`src/rtl/muldiv_unit.sv`:
```
// Iterative multiply/divide unit for MULT, MULTU, DIV and DIVU.
// One result bit per cycle; signed ops run on magnitudes and are sign-fixed in FIXUP.
module muldiv_unit #(
    parameter int unsigned WIDTH = 32
) (
    input  logic             clk,
    input  logic             reset_n,
    input  logic             start,
    input  logic [1:0]       funct,
    input  logic [WIDTH-1:0] a,
    input  logic [WIDTH-1:0] b,
    input  logic             flush,
    output logic             busy,
    output logic             done,
    output logic [WIDTH-1:0] hi,
    output logic [WIDTH-1:0] lo
);

    localparam int unsigned CntW = (WIDTH > 1) ? $clog2(WIDTH) : 1;

    typedef enum logic [1:0] {StIdle, StCalc, StFixup} state_e;

    state_e                 state_q, state_d;
    logic [CntW-1:0]        cnt_q;
    logic [2*WIDTH-1:0]     acc_q;
    logic [WIDTH-1:0]       rem_q;
    logic [WIDTH-1:0]       opnd_q;
    logic                   is_div_q, res_neg_q, rem_neg_q, div0_q;
    logic [WIDTH-1:0]       hi_q, lo_q;
    logic                   done_q;

    logic                   a_neg, b_neg, div_op, div_zero, accept, last_iter;
    logic [WIDTH-1:0]       a_mag, b_mag;
    logic [WIDTH:0]         mul_sum, div_shift;
    logic                   div_ge;
    logic [WIDTH-1:0]       div_sub;
    logic [2*WIDTH-1:0]     prod_fix, result;
    logic [WIDTH-1:0]       quo_fix, rem_fix;

    // Operand conditioning at issue; -MIN wraps to MIN, which is its correct unsigned magnitude.
    always_comb begin
        a_neg     = ~funct[0] & a[WIDTH-1];
        b_neg     = ~funct[0] & b[WIDTH-1];
        a_mag     = a_neg ? -a : a;
        b_mag     = b_neg ? -b : b;
        div_op    = funct[1];
        div_zero  = div_op && (b == '0);
        accept    = (state_q == StIdle) && start && !flush;
        last_iter = (cnt_q == CntW'(WIDTH - 1));
    end

    // Shift-add multiply keeps the multiplier in acc low half; restoring divide shifts the
    // dividend out of acc low half while quotient bits shift in behind it.
    always_comb begin
        mul_sum   = {1'b0, acc_q[2*WIDTH-1:WIDTH]} + (acc_q[0] ? {1'b0, opnd_q} : '0);
        div_shift = {rem_q, acc_q[WIDTH-1]};
        div_ge    = div_shift >= {1'b0, opnd_q};
        div_sub   = div_shift[WIDTH-1:0] - opnd_q;
    end

    always_comb begin
        prod_fix = res_neg_q ? -acc_q : acc_q;
        quo_fix  = res_neg_q ? -acc_q[WIDTH-1:0] : acc_q[WIDTH-1:0];
        rem_fix  = rem_neg_q ? -rem_q : rem_q;
        if (div0_q) begin
            result = acc_q;
        end else if (is_div_q) begin
            result = {rem_fix, quo_fix};
        end else begin
            result = prod_fix;
        end
    end

    always_ff @(posedge clk or negedge reset_n) begin
        if (!reset_n) begin
            state_q <= StIdle;
        end else begin
            state_q <= state_d;
        end
    end

    always_comb begin
        state_d = state_q;
        if (flush) begin
            state_d = StIdle;
        end else begin
            case (state_q)
                StIdle:  if (start) state_d = div_zero ? StFixup : StCalc;
                StCalc:  if (last_iter) state_d = StFixup;
                StFixup: state_d = StIdle;
                default: state_d = StIdle;
            endcase
        end
    end

    always_comb begin
        busy = (state_q != StIdle);
        done = done_q;
        hi   = hi_q;
        lo   = lo_q;
    end

    always_ff @(posedge clk or negedge reset_n) begin
        if (!reset_n) begin
            cnt_q     <= '0;
            acc_q     <= '0;
            rem_q     <= '0;
            opnd_q    <= '0;
            is_div_q  <= 1'b0;
            res_neg_q <= 1'b0;
            rem_neg_q <= 1'b0;
            div0_q    <= 1'b0;
            hi_q      <= '0;
            lo_q      <= '0;
            done_q    <= 1'b0;
        end else begin
            done_q <= 1'b0;
            if (accept) begin
                cnt_q     <= '0;
                rem_q     <= '0;
                is_div_q  <= div_op;
                res_neg_q <= a_neg ^ b_neg;
                rem_neg_q <= a_neg;
                div0_q    <= div_zero;
                if (div_zero) begin
                    acc_q <= {a, {WIDTH{1'b1}}};
                end else if (div_op) begin
                    acc_q  <= {{WIDTH{1'b0}}, a_mag};
                    opnd_q <= b_mag;
                end else begin
                    acc_q  <= {{WIDTH{1'b0}}, b_mag};
                    opnd_q <= a_mag;
                end
            end else if (state_q == StCalc && !flush) begin
                cnt_q <= cnt_q + CntW'(1);
                if (is_div_q) begin
                    rem_q             <= div_ge ? div_sub : div_shift[WIDTH-1:0];
                    acc_q[WIDTH-1:0]  <= {acc_q[WIDTH-2:0], div_ge};
                end else begin
                    acc_q <= {mul_sum, acc_q[WIDTH-1:1]};
                end
            end else if (state_q == StFixup && !flush) begin
                hi_q   <= result[2*WIDTH-1:WIDTH];
                lo_q   <= result[WIDTH-1:0];
                done_q <= 1'b1;
            end
        end
    end

endmodule

```
`config.mk`:
```
export PLATFORM = sky130hd
export DESIGN_NAME = muldiv_unit
export DESIGN_NICKNAME = d
export VERILOG_FILES = /design/src/rtl/muldiv_unit.sv
export SDC_FILE = /design/constraint.sdc
export NUM_CORES = 1
export LEC_CHECK = 0
export CORE_ASPECT_RATIO = 0.9
export CORE_UTILIZATION = 54
export DETAILED_ROUTE_END_ITERATION = 10
export MAX_ROUTING_LAYER = met4
export PLACE_DENSITY = 0.79
export SLEW_MARGIN = 5
export SYNTH_ARGS = -nofsm -noshare
export SYNTH_HDL_FRONTEND = slang
export SYNTH_SLANG_ARGS = --single-unit
```
`constraint.sdc`:
```
create_clock -name clk -period 3.35 [get_ports clk]
set_input_delay 1.005 -clock clk [delete_from_list [all_inputs] [get_ports clk]]
set_output_delay 1.005 -clock clk [all_outputs]
set_load 0.005 [all_outputs]
```
==> reports/metrics.csv, run 1 <==
stage,metric,value,unit
run_status,status,completed,
logic_synthesis,synth_most_common_cell,o21ai_0,
power_and_ir_drop,switchingPower,5.76,mW
logic_synthesis,synth.top_cell.area_share,0.309,
clocking,cts.path.max_buffers,3,
logic_synthesis,yosysSeqAreaShare,0.309,
cells_and_area,stdcell_count,2863,
clocking,htree_levels,1,
power_and_ir_drop,finalPower,12.9,mW
placement,io_buffers,135,
power_and_ir_drop,p_per_area,609,nW/um2
detailed_routing,dr.first_iter.drc_count,2114,
logic_synthesis,ys.flop_type,dfrtp_1,
hold_path,worst_hold_path_type,reg -> reg,
die,core,30000,um2
detailed_routing,ant_nets,0,
logic_synthesis,yosysWarnings,0,
global_route,gr-total-overflow,0,
cells_and_area,drive_gt1_frac,0.165,
timing,worstMarginPinSlew,0.839,ns
power_and_ir_drop,leakage,9.39,nW
power_and_ir_drop,p_seq_frac,0.265,
logic_synthesis,asyncSetResetFlopFracSynth,1.00,
timing,hold_violations,0,
worst_setup_path,start_kind,register,
detailed_routing,route.vias.total,18300,
cells_and_area,multi_input_area,10900,um2
power_and_ir_drop,p_clk_frac,0.197,
logic_synthesis,syn-instance-count,2115,
worst_setup_path,path_class,reg -> reg,
detailed_routing,routed_via_density,6.38,
worst_setup_path,cp_max_fo,3,
detailed_routing,drtPass1Iterations,6,
power_and_ir_drop,pwr-share-comb,0.538,
die,initial_core_util,0.550,
detailed_routing,finalWirelength,63.0,mm
clocking,clkSinkCount,204,
logic_synthesis,synth_nets,2257,
cells_and_area,area.sequential,5110,um2
logic_synthesis,synth_largest_area_cell,dfrtp_1,
timing,rsz0062_at_grt,yes,
placement,post-dp-hpwl,49.5,mm
clocking,cts-root-buf,clkbuf_16,
global_route,track_usage,0.408,
clocking,cts_tree,built,
detailed_routing,wl_met1,26.5,mm
cells_and_area,syn2layout_area_growth,28.5,%
detailed_routing,wl_met2,26.7,mm
logic_synthesis,yosys_register_bits,204,
clocking,cts_buffers,24,
logic_synthesis,yosys-top-cells-area,"dfrtp_1 (31%), o21ai_0 (7.0%), ha_1 (5.3%)",
clocking,clk_latency,0.53,ns
detailed_routing,drt-wirelength-per-cell,22.0,um
worst_setup_path,critPathRequiredTime,3.77,ns
timing,setup_viol,0,
cells_and_area,n_fill_cell,2454,
power_and_ir_drop,vdd_drop_max,557,uV
worst_setup_path,worstReg2RegStart,acc_q[20],
timing,slew_headroom,0.441,
logic_synthesis,synth_common_cells,"o21ai_0 (230), nor2_1 (216), nand2_1 (206)",
global_route,grt_pass1_vias,16900,
placement,dpl_cell_area,20300,um2
power_and_ir_drop,power.share.switching,0.446,
flow_run,maxCapViolCount,0,
placement,place.gp.congestion,1.09,
die,rows,60,
logic_synthesis,netlist_area,16500,um2
die,die-area,31300,um2
power_and_ir_drop,p_int,7.17,mW
timing,fmax,0.303,GHz
hold_path,min_from,hi[23],
logic_synthesis,synth-edff-count,0,
timing,setup_tns,0,ns
worst_setup_path,crit_start,acc_q[20],
timing,period_needed,3.30,ns
placement,place_inst,2816,
die,die_h,168,um
detailed_routing,dr.max_layer_used,met4,
die,boundaryPins,136,
timing,whs,0.479,ns
clocking,postCtsHoldBufs,0,
detailed_routing,drc,0,
timing,finalCritPeriodShare,0.985,
cells_and_area,design_area,21200,um2
timing,fin_skew,0.0116,ns
clocking,clk_pin_slew_worst_paths,0.06,ns
global_route,grt_max_degree,72,
worst_setup_path,cp.arrival,3.72,ns
cells_and_area,fin_nets,2585,
die,die_x,186,um
global_route,grt_antenna_before_repair,2,
logic_synthesis,ys_types,76,
global_route,grt_pass1_wl,97.0,mm
detailed_routing,dr_wl_met3,7.36,mm
worst_setup_path,critPathCaptureType,register,
timing,drv_slew,0,
logic_synthesis,avgSynthCellArea,7.81,um2
-- per-layer routing --
layer	global-route usage	vias up
met1	0.568	8626
met3	0.0811	171
met4	0.135	0
met5	-	-
li1	-	8360
met2	0.592	1095
-- placed cells by master (no fill, tap or decap), types with 9 or more instances in the layout --
| cell type | instances |
|---|---|
| clkbuf_16 | 24 |
| o211ai_1 | 29 |
| nor3_1 | 43 |
| o21ai_0 | 225 |
| nor4_1 | 18 |
| or3_1 | 18 |
| o21bai_1 | 12 |
| a211oi_1 | 17 |
| nor2b_1 | 11 |
| o31ai_1 | 30 |
| ha_1 | 70 |
| a31oi_1 | 32 |
| buf_4 | 289 |
| buf_12 | 11 |
| o221ai_1 | 11 |
| dfrtp_1 | 203 |
| inv_1 | 60 |
| mux2i_1 | 47 |
| xnor2_1 | 92 |
| nor2_1 | 212 |
| nand2b_1 | 27 |
| o41ai_1 | 10 |
| a22oi_1 | 12 |
| and2_1 | 11 |
| clkdlybuf4s50_1 | 133 |
| xor2_1 | 80 |
| a21oi_1 | 163 |
| o22ai_1 | 26 |
| nand2_1 | 204 |
| a32oi_1 | 12 |
| and3_1 | 13 |
| nand3_1 | 82 |
| a21o_1 | 28 |
| nand4_1 | 15 |
| or2_2 | 9 |
-- power groups by stage --
stage	Combinational (mW)	Clock, mW	Sequential, mW
2_1_floorplan	4.26	0	3.31
3_3_place_gp	6.55	0	3.40
3_5_place_dp	6.67	0	3.43
4_1_cts	6.72	2.57	3.39
5_1_grt	7.55	2.64	3.46
6_report	6.96	2.54	3.43
-- critical path: stages (launching register included) --
cell and delay, ns:
dfrtp_1 0.43, or4_4 0.56, or4_4 0.52, or3_1 0.41, nor2_4 0.15, nand2_1 0.10, o31ai_1 0.25, mux2_2 0.38
a221oi_2 0.29, o21ai_1 0.09
-- cell families after synthesis --
group | share of synthesized area
DFF | 0.309
xor gates and xnor gates | 0.0912
muxes | 0.0319
adders and majority gates | 0.0554
AOI/OAI and AO/OA | 0.259
buffers and inverters | 0.0457
and+or+nand+nor | 0.208
-- repair_timing --
item / in CTS / in global routing
endpoints found under the hold margin: 0 / 0
setup buffers: 0 / 4
gates resized for setup: 3 / 37
pin swaps: 0 / 11
setup endpoints to repair: 2 / 93
-- area by class of cell --
class	count	area share
Timing Repair Buffer	437	0.177
Sequential cell	204	0.241
Clock inverter	8	0.00383
Multi-Input combinational cell	1713	0.511
Tap cell	403	0.0238
Inverter	63	0.0111
Clock buffer	33	0.0318
Antenna cell	2	0.000236
-- registers in the layout (all words and copies together) (netlist names) --
| signal | count |
|---|---|
| hi | 32 |
| lo | 32 |
| rem_q | 32 |
| is_div_q | 1 |
| cnt_q | 5 |
| done | 1 |
| div0_q | 1 |
| acc_q | 64 |
| state_q | 2 |
| rem_neg_q | 1 |
| opnd_q | 32 |
| res_neg_q | 1 |
-- path summary, 6_finish.rpt --
check                      slack (ns)     end  depth (start not counted)
setup / recovery                 0.05   hi[7]                          9
hold reg to reg                  0.48  hi[23]                          2
hold / removal                   0.48  hi[23]                          2
min in group asynchronous        0.50  hi[23]                          1
setup reg to reg                 0.05   hi[7]                          9
max in group asynchronous        2.03   lo[7]                          2
-- metrics by stage --
stage | util | setup WS (ns)
detailed placement | 0.675 | -0.549
global route | 0.707 | -0.00522
global placement | 0.675 | -0.584
CTS | 0.700 | 0.0120
finish | 0.707 | 0.0506
floorplan | - | 0.00232
(Power assumes the default switching activity.)
==> run 2: changes to the inputs <==
--- a/config.mk
+++ b/config.mk
@@ -5,11 +5,13 @@
 export SDC_FILE = /design/constraint.sdc
 export NUM_CORES = 1
 export LEC_CHECK = 0
+export CELL_PAD_IN_SITES_DETAIL_PLACEMENT = 0
+export CELL_PAD_IN_SITES_GLOBAL_PLACEMENT = 1
 export CORE_ASPECT_RATIO = 0.9
-export CORE_UTILIZATION = 54
+export CORE_UTILIZATION = 40
 export DETAILED_ROUTE_END_ITERATION = 10
 export MAX_ROUTING_LAYER = met4
-export PLACE_DENSITY = 0.79
+export PLACE_DENSITY = 0.78
 export SLEW_MARGIN = 5
 export SYNTH_ARGS = -nofsm -noshare
 export SYNTH_HDL_FRONTEND = slang
==> run 2 against run 1 <==
Against the previous run:
- clock-buffer cell count up 4
- core utilization down 18 points
- sequential share of layout area down 0.37 points
==> reports/metrics.csv, run 2 (synthesis gave the netlist of run 1 again) <==
stage,metric,value,unit,change
run_status,status,completed,,unchanged
global_route,grt_util_met2,0.471,,was 0.592
worst_setup_path,worst-path-stages,10,,was 9
hold_path,worst_hold_path_type,reg -> reg,,unchanged
detailed_routing,drtPass1Iterations,5,,was 6
clocking,clk_latency,0.57,ns,was 0.53 ns
worst_setup_path,critPathSlowestCell,or4_4,,unchanged
detailed_routing,route.vias.total,17700,,was 18300
placement,dpl_cell_area,20500,um2,was 20300 um2
worst_setup_path,critPathMaxStageDelay,0.61,ns,was 0.56 ns
worst_setup_path,r2r_setup_slack,0.08,ns,was 0.05 ns
cells_and_area,mostFrequentLayoutCells,"buf_4 (290), o21ai_0 (224), nor2_1 (214)",,"was buf_4 (289), o21ai_0 (225), nor2_1 (212)"
worst_setup_path,ff2ff_path_depth,10,,was 9
clocking,clkSinkCount,204,,unchanged
global_route,grt_pass1_vias,16500,,was 16900
detailed_routing,drc,0,,unchanged
global_route,gr-total-overflow,0,,unchanged
detailed_routing,finalWirelength,66.2,mm,was 63.0 mm
global_route,track_usage,0.319,,was 0.408
cells_and_area,final_common_cell,buf_4,,unchanged
cells_and_area,antenna_cells,0,,was 2
timing,worstMarginPinSlew,0.938,ns,was 0.839 ns
clocking,cts_buffers,26,,was 24
cells_and_area,drive_gt1_frac,0.171,,was 0.165
power_and_ir_drop,leakage,9.51,nW,was 9.39 nW
clocking,cts.path.max_buffers,3,,unchanged
hold_path,min_to,lo[29],,was hi[23]
worst_setup_path,worst-path-buf-inv,1,,was 0
die,core,40600,um2,was 30000 um2
clocking,clk_pin_slew_worst_paths,0.06,ns,about the same
power_and_ir_drop,vdd_drop_max,441,uV,was 557 uV
timing,slew_headroom,0.372,,was 0.441
detailed_routing,ant_nets,0,,unchanged
worst_setup_path,crit_top_cell,or4_4,,unchanged
global_route,grt_antenna_before_repair,1,,was 2
die,rows,70,,was 60
worst_setup_path,cp_max_fo,6,,was 3
timing,drv_slew,0,,unchanged
placement,pre_cts_ws,-0.473,ns,was -0.549 ns
timing,period_needed,3.27,ns,was 3.30 ns
timing,hold_violations,0,,unchanged
cells_and_area,syn2layout_area_growth,30.4,%,was 28.5%
worst_setup_path,critPathCaptureType,register,,unchanged
global_route,grt_max_degree,82,,was 72
cells_and_area,design_area,21600,um2,was 21200 um2
die,die-area,42100,um2,was 31300 um2
worst_setup_path,crit_path_cell_trace,"or4_4, or4_4, buf_4, or4_4, or2_1, o21a_1, and3_4, a21oi_2, o22ai_1, o21ai_1",,"was or4_4, or4_4, or3_1, nor2_4, nand2_1, o31ai_1, mux2_2, a221oi_2, o21ai_1"
timing,timing.final.ws_setup,0.0840,ns,was 0.0506 ns
detailed_routing,dr.first_iter.drc_count,1529,,was 2114
hold_path,whs_path_depth,2,,unchanged
placement,io_buffers,135,,unchanged
die,die_x,216,um,was 186 um
timing,fmax,0.306,GHz,was 0.303 GHz
clocking,htree_levels,1,,unchanged
timing,fin_skew,0.0353,ns,was 0.0116 ns
worst_setup_path,r2r_end,hi[8],,was hi[7]
global_route,grt.busiest_layer,met2,,unchanged
die,initial_core_util,0.407,,was 0.550
worst_setup_path,path_class,reg -> reg,,unchanged
worst_setup_path,cp.arrival,3.76,ns,was 3.72 ns
detailed_routing,routed_via_density,5.89,,was 6.38
cells_and_area,regMostFlops,acc_q,,unchanged
worst_setup_path,crit_family,simple AND/OR/NAND/NOR gates,,unchanged
detailed_routing,drt-wirelength-per-cell,22.0,um,about the same
cells_and_area,fin_util,0.530,,was 0.707
clocking,cts_tree,built,,unchanged
worst_setup_path,critPathRequiredTime,3.84,ns,was 3.77 ns
die,die_h,195,um,was 168 um
placement,place_inst,2958,,was 2816
hold_path,min_from,lo[29],,was hi[23]
placement,place.gp.congestion,0.998,,was 1.09
global_route,grt_pass1_wl,101,mm,was 97.0 mm
power_and_ir_drop,p_per_area,619,nW/um2,was 609 nW/um2
clocking,cts-root-buf,clkbuf_16,,unchanged
timing,setup_viol,0,,unchanged
die,boundaryPins,136,,unchanged
cells_and_area,fin_nets,2591,,was 2585
worst_setup_path,worstReg2RegStart,acc_q[21],,was acc_q[20]
timing,finalCritPeriodShare,0.975,,was 0.985
global_route,met1_usage,0.463,,was 0.568
cells_and_area,largest_register_ffs,64,,unchanged
cells_and_area,stdcell_count,3007,,was 2863
global_route,grtUsageMet3,0.0418,,was 0.0811
worst_setup_path,start_kind,register,,unchanged
placement,post-dp-hpwl,52.8,mm,was 49.5 mm
flow_run,maxCapViolCount,0,,unchanged
-- run 2: power breakdown --
part	total, mW	leakage (nW)	internal [mW]	switching, mW
Sequential	3.37	2.70	2.88	0.498
Clock	2.76	0.417	1.60	1.16
Combinational	7.21	6.39	2.91	4.30
Total	13.3	9.51	7.38	5.96
-- run 2: worst min-delay path, delay by kind of cell, from the launching register on --
family,cells,cell delay [ns]
AOI/OAI and AO/OA,1,0.06
DFF,1,0.34
and+or+nand+nor,1,0.05
-- run 2: timing repair --
action,4_1_cts,5_1_grt
buffers inserted,0,3
endpoints found under the setup margin,7,70
resized for setup,7,37
hold buffers,0,0
cloned,0,0
endpoints found under the hold margin,0,0
pin swaps,0,10
-- run 2: layer usage --
metal | vias up | share of wire
li1 | 8375 | -
met1 | 8561 | 0.47
met2 | 712 | 0.44
met3 | 68 | 0.076
met4 | 0 | 0.019
met5 | - | 0
-- run 2: worst max-delay path by stage --
stage	startpoint	end	slack [ns]
final	acc_q[21]	hi[8]	0.08
after global routing	b[3]	opnd_q[6]	-0.03
after CTS	acc_q[21]	hi[7]	0.02
after detailed placement	a[20]	acc_q[31]	-0.47
after global placement	a[20]	acc_q[31]	-0.48
after floorplan	a[20]	acc_q[29]	0.002
-- run 2: layout make-up --
class / instances / area [um2]
fillers: 3908 / 19100
multi-input cells: 1713 / 10900
flip-flops and latches: 204 / 5110
repair buffers: 441 / 3830
clock buffers: 37 / 772
well taps: 540 / 676
inverters: 63 / 236
clock inverters: 9 / 66.3
-- run 2: through the flow --
| stage | hold WS (ns) | total power, mW | TNS (ns) |
|---|---|---|---|
| final | 0.475 | 13.3 | 0 |
| after global routing | 0.494 | 14.1 | -0.105 |
| after CTS | 0.482 | 13.1 | 0 |
| after detailed placement | 0.470 | 10.4 | -28.03 |
| after global placement | 0.459 | 10.3 | -23.27 |
| after floorplan | 0.437 | 7.57 | 0 |
==> run 3: changes to the inputs <==
--- a/config.mk
+++ b/config.mk
@@ -8,11 +8,10 @@
 export CELL_PAD_IN_SITES_DETAIL_PLACEMENT = 0
 export CELL_PAD_IN_SITES_GLOBAL_PLACEMENT = 1
 export CORE_ASPECT_RATIO = 0.9
-export CORE_UTILIZATION = 40
+export CORE_UTILIZATION = 45
 export DETAILED_ROUTE_END_ITERATION = 10
 export MAX_ROUTING_LAYER = met4
-export PLACE_DENSITY = 0.78
-export SLEW_MARGIN = 5
+export PLACE_DENSITY = 0.83
 export SYNTH_ARGS = -nofsm -noshare
 export SYNTH_HDL_FRONTEND = slang
 export SYNTH_SLANG_ARGS = --single-unit
==> constraint.sdc (replaced) <==
create_clock -name clk -period 3.4 [get_ports clk]
set_input_delay 1.02 -clock clk [delete_from_list [all_inputs] [get_ports clk]]
set_output_delay 1.02 -clock clk [all_outputs]
set_load 0.005 [all_outputs]
==> run 3 against run 2 <==
Against the previous run:
- sequential power is essentially flat
- via count grew 0.96%
- critical endpoint is now opnd_q[30]
- clock-buffer cell count fell by 3
- non-clock buffer count grew 11
- clock skew down 0.014 ns
- wire length is 0.24% higher
- total power is 0.20% higher
==> reports/metrics.csv, run 3 (synthesis gave the netlist of run 1 again) <==
stage,metric,value,unit,change
timing,fin_skew,0.0214,ns,was 0.0353 ns
timing,whs,0.436,ns,was 0.475 ns
clocking,cts-root-buf,clkbuf_16,,unchanged
timing,slew_headroom,0.482,,was 0.372
power_and_ir_drop,p_per_area,621,nW/um2,was 619 nW/um2
timing,fmax,0.301,GHz,
placement,place.gp.congestion,1.03,,was 0.998
global_route,grt_pass1_vias,16600,,was 16500
cells_and_area,final_common_cell,buf_4,,unchanged
power_and_ir_drop,leakage,9.54,nW,was 9.51 nW
cells_and_area,n_fill_cell,3401,,was 3908
die,rows,66,,was 70
detailed_routing,routed_via_density,6.05,,was 5.89
detailed_routing,drtPass1Iterations,5,,unchanged
clocking,clk_pin_slew_worst_paths,0.06,ns,about the same
placement,post-dp-hpwl,53.1,mm,was 52.8 mm
run_status,status,completed,,unchanged
power_and_ir_drop,vdd_drop_max,468,uV,was 441 uV
cells_and_area,regMostFlops,acc_q,,unchanged
detailed_routing,finalWirelength,66.4,mm,was 66.2 mm
worst_setup_path,path_class,in -> reg,,was reg -> reg
hold_path,worst_hold_path_type,in -> async,,was reg -> reg
timing,rsz0062_at_grt,yes,,
detailed_routing,dr.first_iter.drc_count,1808,,was 1529
clocking,htree_levels,1,,unchanged
global_route,grt_antenna_before_repair,1,,unchanged
worst_setup_path,critPathCaptureType,register,,unchanged
timing,hold_violations,0,,unchanged
global_route,grt_pass1_wl,100,mm,was 101 mm
die,boundaryPins,136,,unchanged
timing,setup_viol,0,,unchanged
global_route,gr-total-overflow,0,,unchanged
cells_and_area,syn2layout_area_growth,30.2,%,was 30.4%
die,die_h,184,um,was 195 um
cells_and_area,mostFrequentLayoutCells,"buf_4 (303), o21ai_0 (223), nor2_1 (214)",,"was buf_4 (290), o21ai_0 (224), nor2_1 (214)"
timing,finalCritPeriodShare,0.979,,
timing,worstMarginPinSlew,0.776,ns,was 0.938 ns
detailed_routing,ant_nets,0,,unchanged
die,die_x,204,um,was 216 um
clocking,clk_latency,0.57,ns,about the same
die,die-area,37500,um2,was 42100 um2
placement,io_buffers,135,,unchanged
clocking,cts_tree,built,,unchanged
cells_and_area,largest_register_ffs,64,,unchanged
cells_and_area,fin_util,0.595,,was 0.530
die,initial_core_util,0.457,,was 0.407
clocking,cts_buffers,25,,was 26
global_route,grt_max_degree,67,,was 82
timing,timing.final.ws_setup,0.0725,ns,was 0.0840 ns
detailed_routing,drc,0,,unchanged
global_route,track_usage,0.362,,was 0.319
timing,drv_slew,0,,unchanged
worst_setup_path,critPathRequiredTime,3.81,ns,was 3.84 ns
clocking,cts.path.max_buffers,3,,unchanged
detailed_routing,route.vias.total,17900,,was 17700
cells_and_area,area.sequential,5110,um2,unchanged
cells_and_area,fin_nets,2601,,was 2591
power_and_ir_drop,finalPower,13.4,mW,was 13.3 mW
placement,pre_cts_ws,-0.517,ns,was -0.473 ns
clocking,clkSinkCount,204,,unchanged
detailed_routing,drt-wirelength-per-cell,22.5,um,was 22.0 um
die,core,36200,um2,was 40600 um2
worst_setup_path,cp.arrival,3.74,ns,was 3.76 ns
cells_and_area,drive_gt1_frac,0.169,,was 0.171
clocking,cts_setup_buffers,0,,unchanged
worst_setup_path,start_kind,primary input,,was register
timing,period_needed,3.33,ns,
worst_setup_path,cp_max_fo,3,,was 6
cells_and_area,multi_input_area,10800,um2,was 10900 um2
flow_run,maxCapViolCount,0,,unchanged
==> run 3: changes by cell type in the layout (fill, tap and decap cells not counted), sizes merged <==
| cell | change |
|---|---|
| diode | +2 |
| clkinvlp | +2 |
| clkinv | -3 |
| buf | +11 |
| bufinv | +3 |
| clkbuf | -3 |
| inv | +1 |
==> run 3: what timing repair did <==
item / CTS / global route
gates resized for setup: 2 / 31
cloned: 0 / 0
setup endpoints to repair: 4 / 51
hold buffers: 0 / 0
pin swaps: 2 / 6
==> run 3: worst max-delay path: stages <==
cell and delay, ns:
clkdlybuf4s50_1 0.43, or3_1 0.42, or3_1 0.35, or4_1 0.43, or4_4 0.46, nor2_1 0.10
a21oi_1 0.08, xor2_1 0.15, o21ai_0 0.20, o22ai_1 0.10
==> run 3: final cells by class <==
class	count	area share
inverters	63	0.0111
multi-input cells	1713	0.502
clock inverters	12	0.00768
flip-flops and latches	204	0.237
diodes	2	0.000233
repair buffers	452	0.181
clock buffers	34	0.0330
well taps	476	0.0277
==> run 3: power breakdown <==
group,internal [mW],total [mW],switching [mW]
clock network,1.70,2.87,1.17
logic,2.89,7.14,4.26
registers,2.83,3.35,0.522
total,7.42,13.4,5.94
==> run 3: final timing paths <==
path,start,to,slack [ns],cells after the start
hold reg to reg,hi[6],hi[6],0.47,2
max in group asynchronous,reset_n,lo[16],2.10,2
setup / recovery,a[20],opnd_q[30],0.07,10
hold / removal,reset_n,hi[18],0.44,1
setup reg to reg,acc_q[19],hi[19],0.12,9
min in group clk,hi[6],hi[6],0.47,2
==> run 3: stage by stage <==
stage / instance area, um2 / setup TNS (ns) / instances
after floorplan: 16500 / 0 / 2115
after CTS: 21400 / 0 / 2954
after global placement: 20500 / -18.89 / 2908
after global routing: 21500 / -0.138 / 2956
final: 21500 / 0 / 2956
after detailed placement: 20500 / -24.42 / 2908
==> run 3: metal layers <==
layer	part of all wire	up-vias	GRT usage
li1	-	8385	-
met1	0.45	8607	0.508
met2	0.43	776	0.519
met5	0	-	-
met3	0.096	118	0.0792
met4	0.028	0	0.102
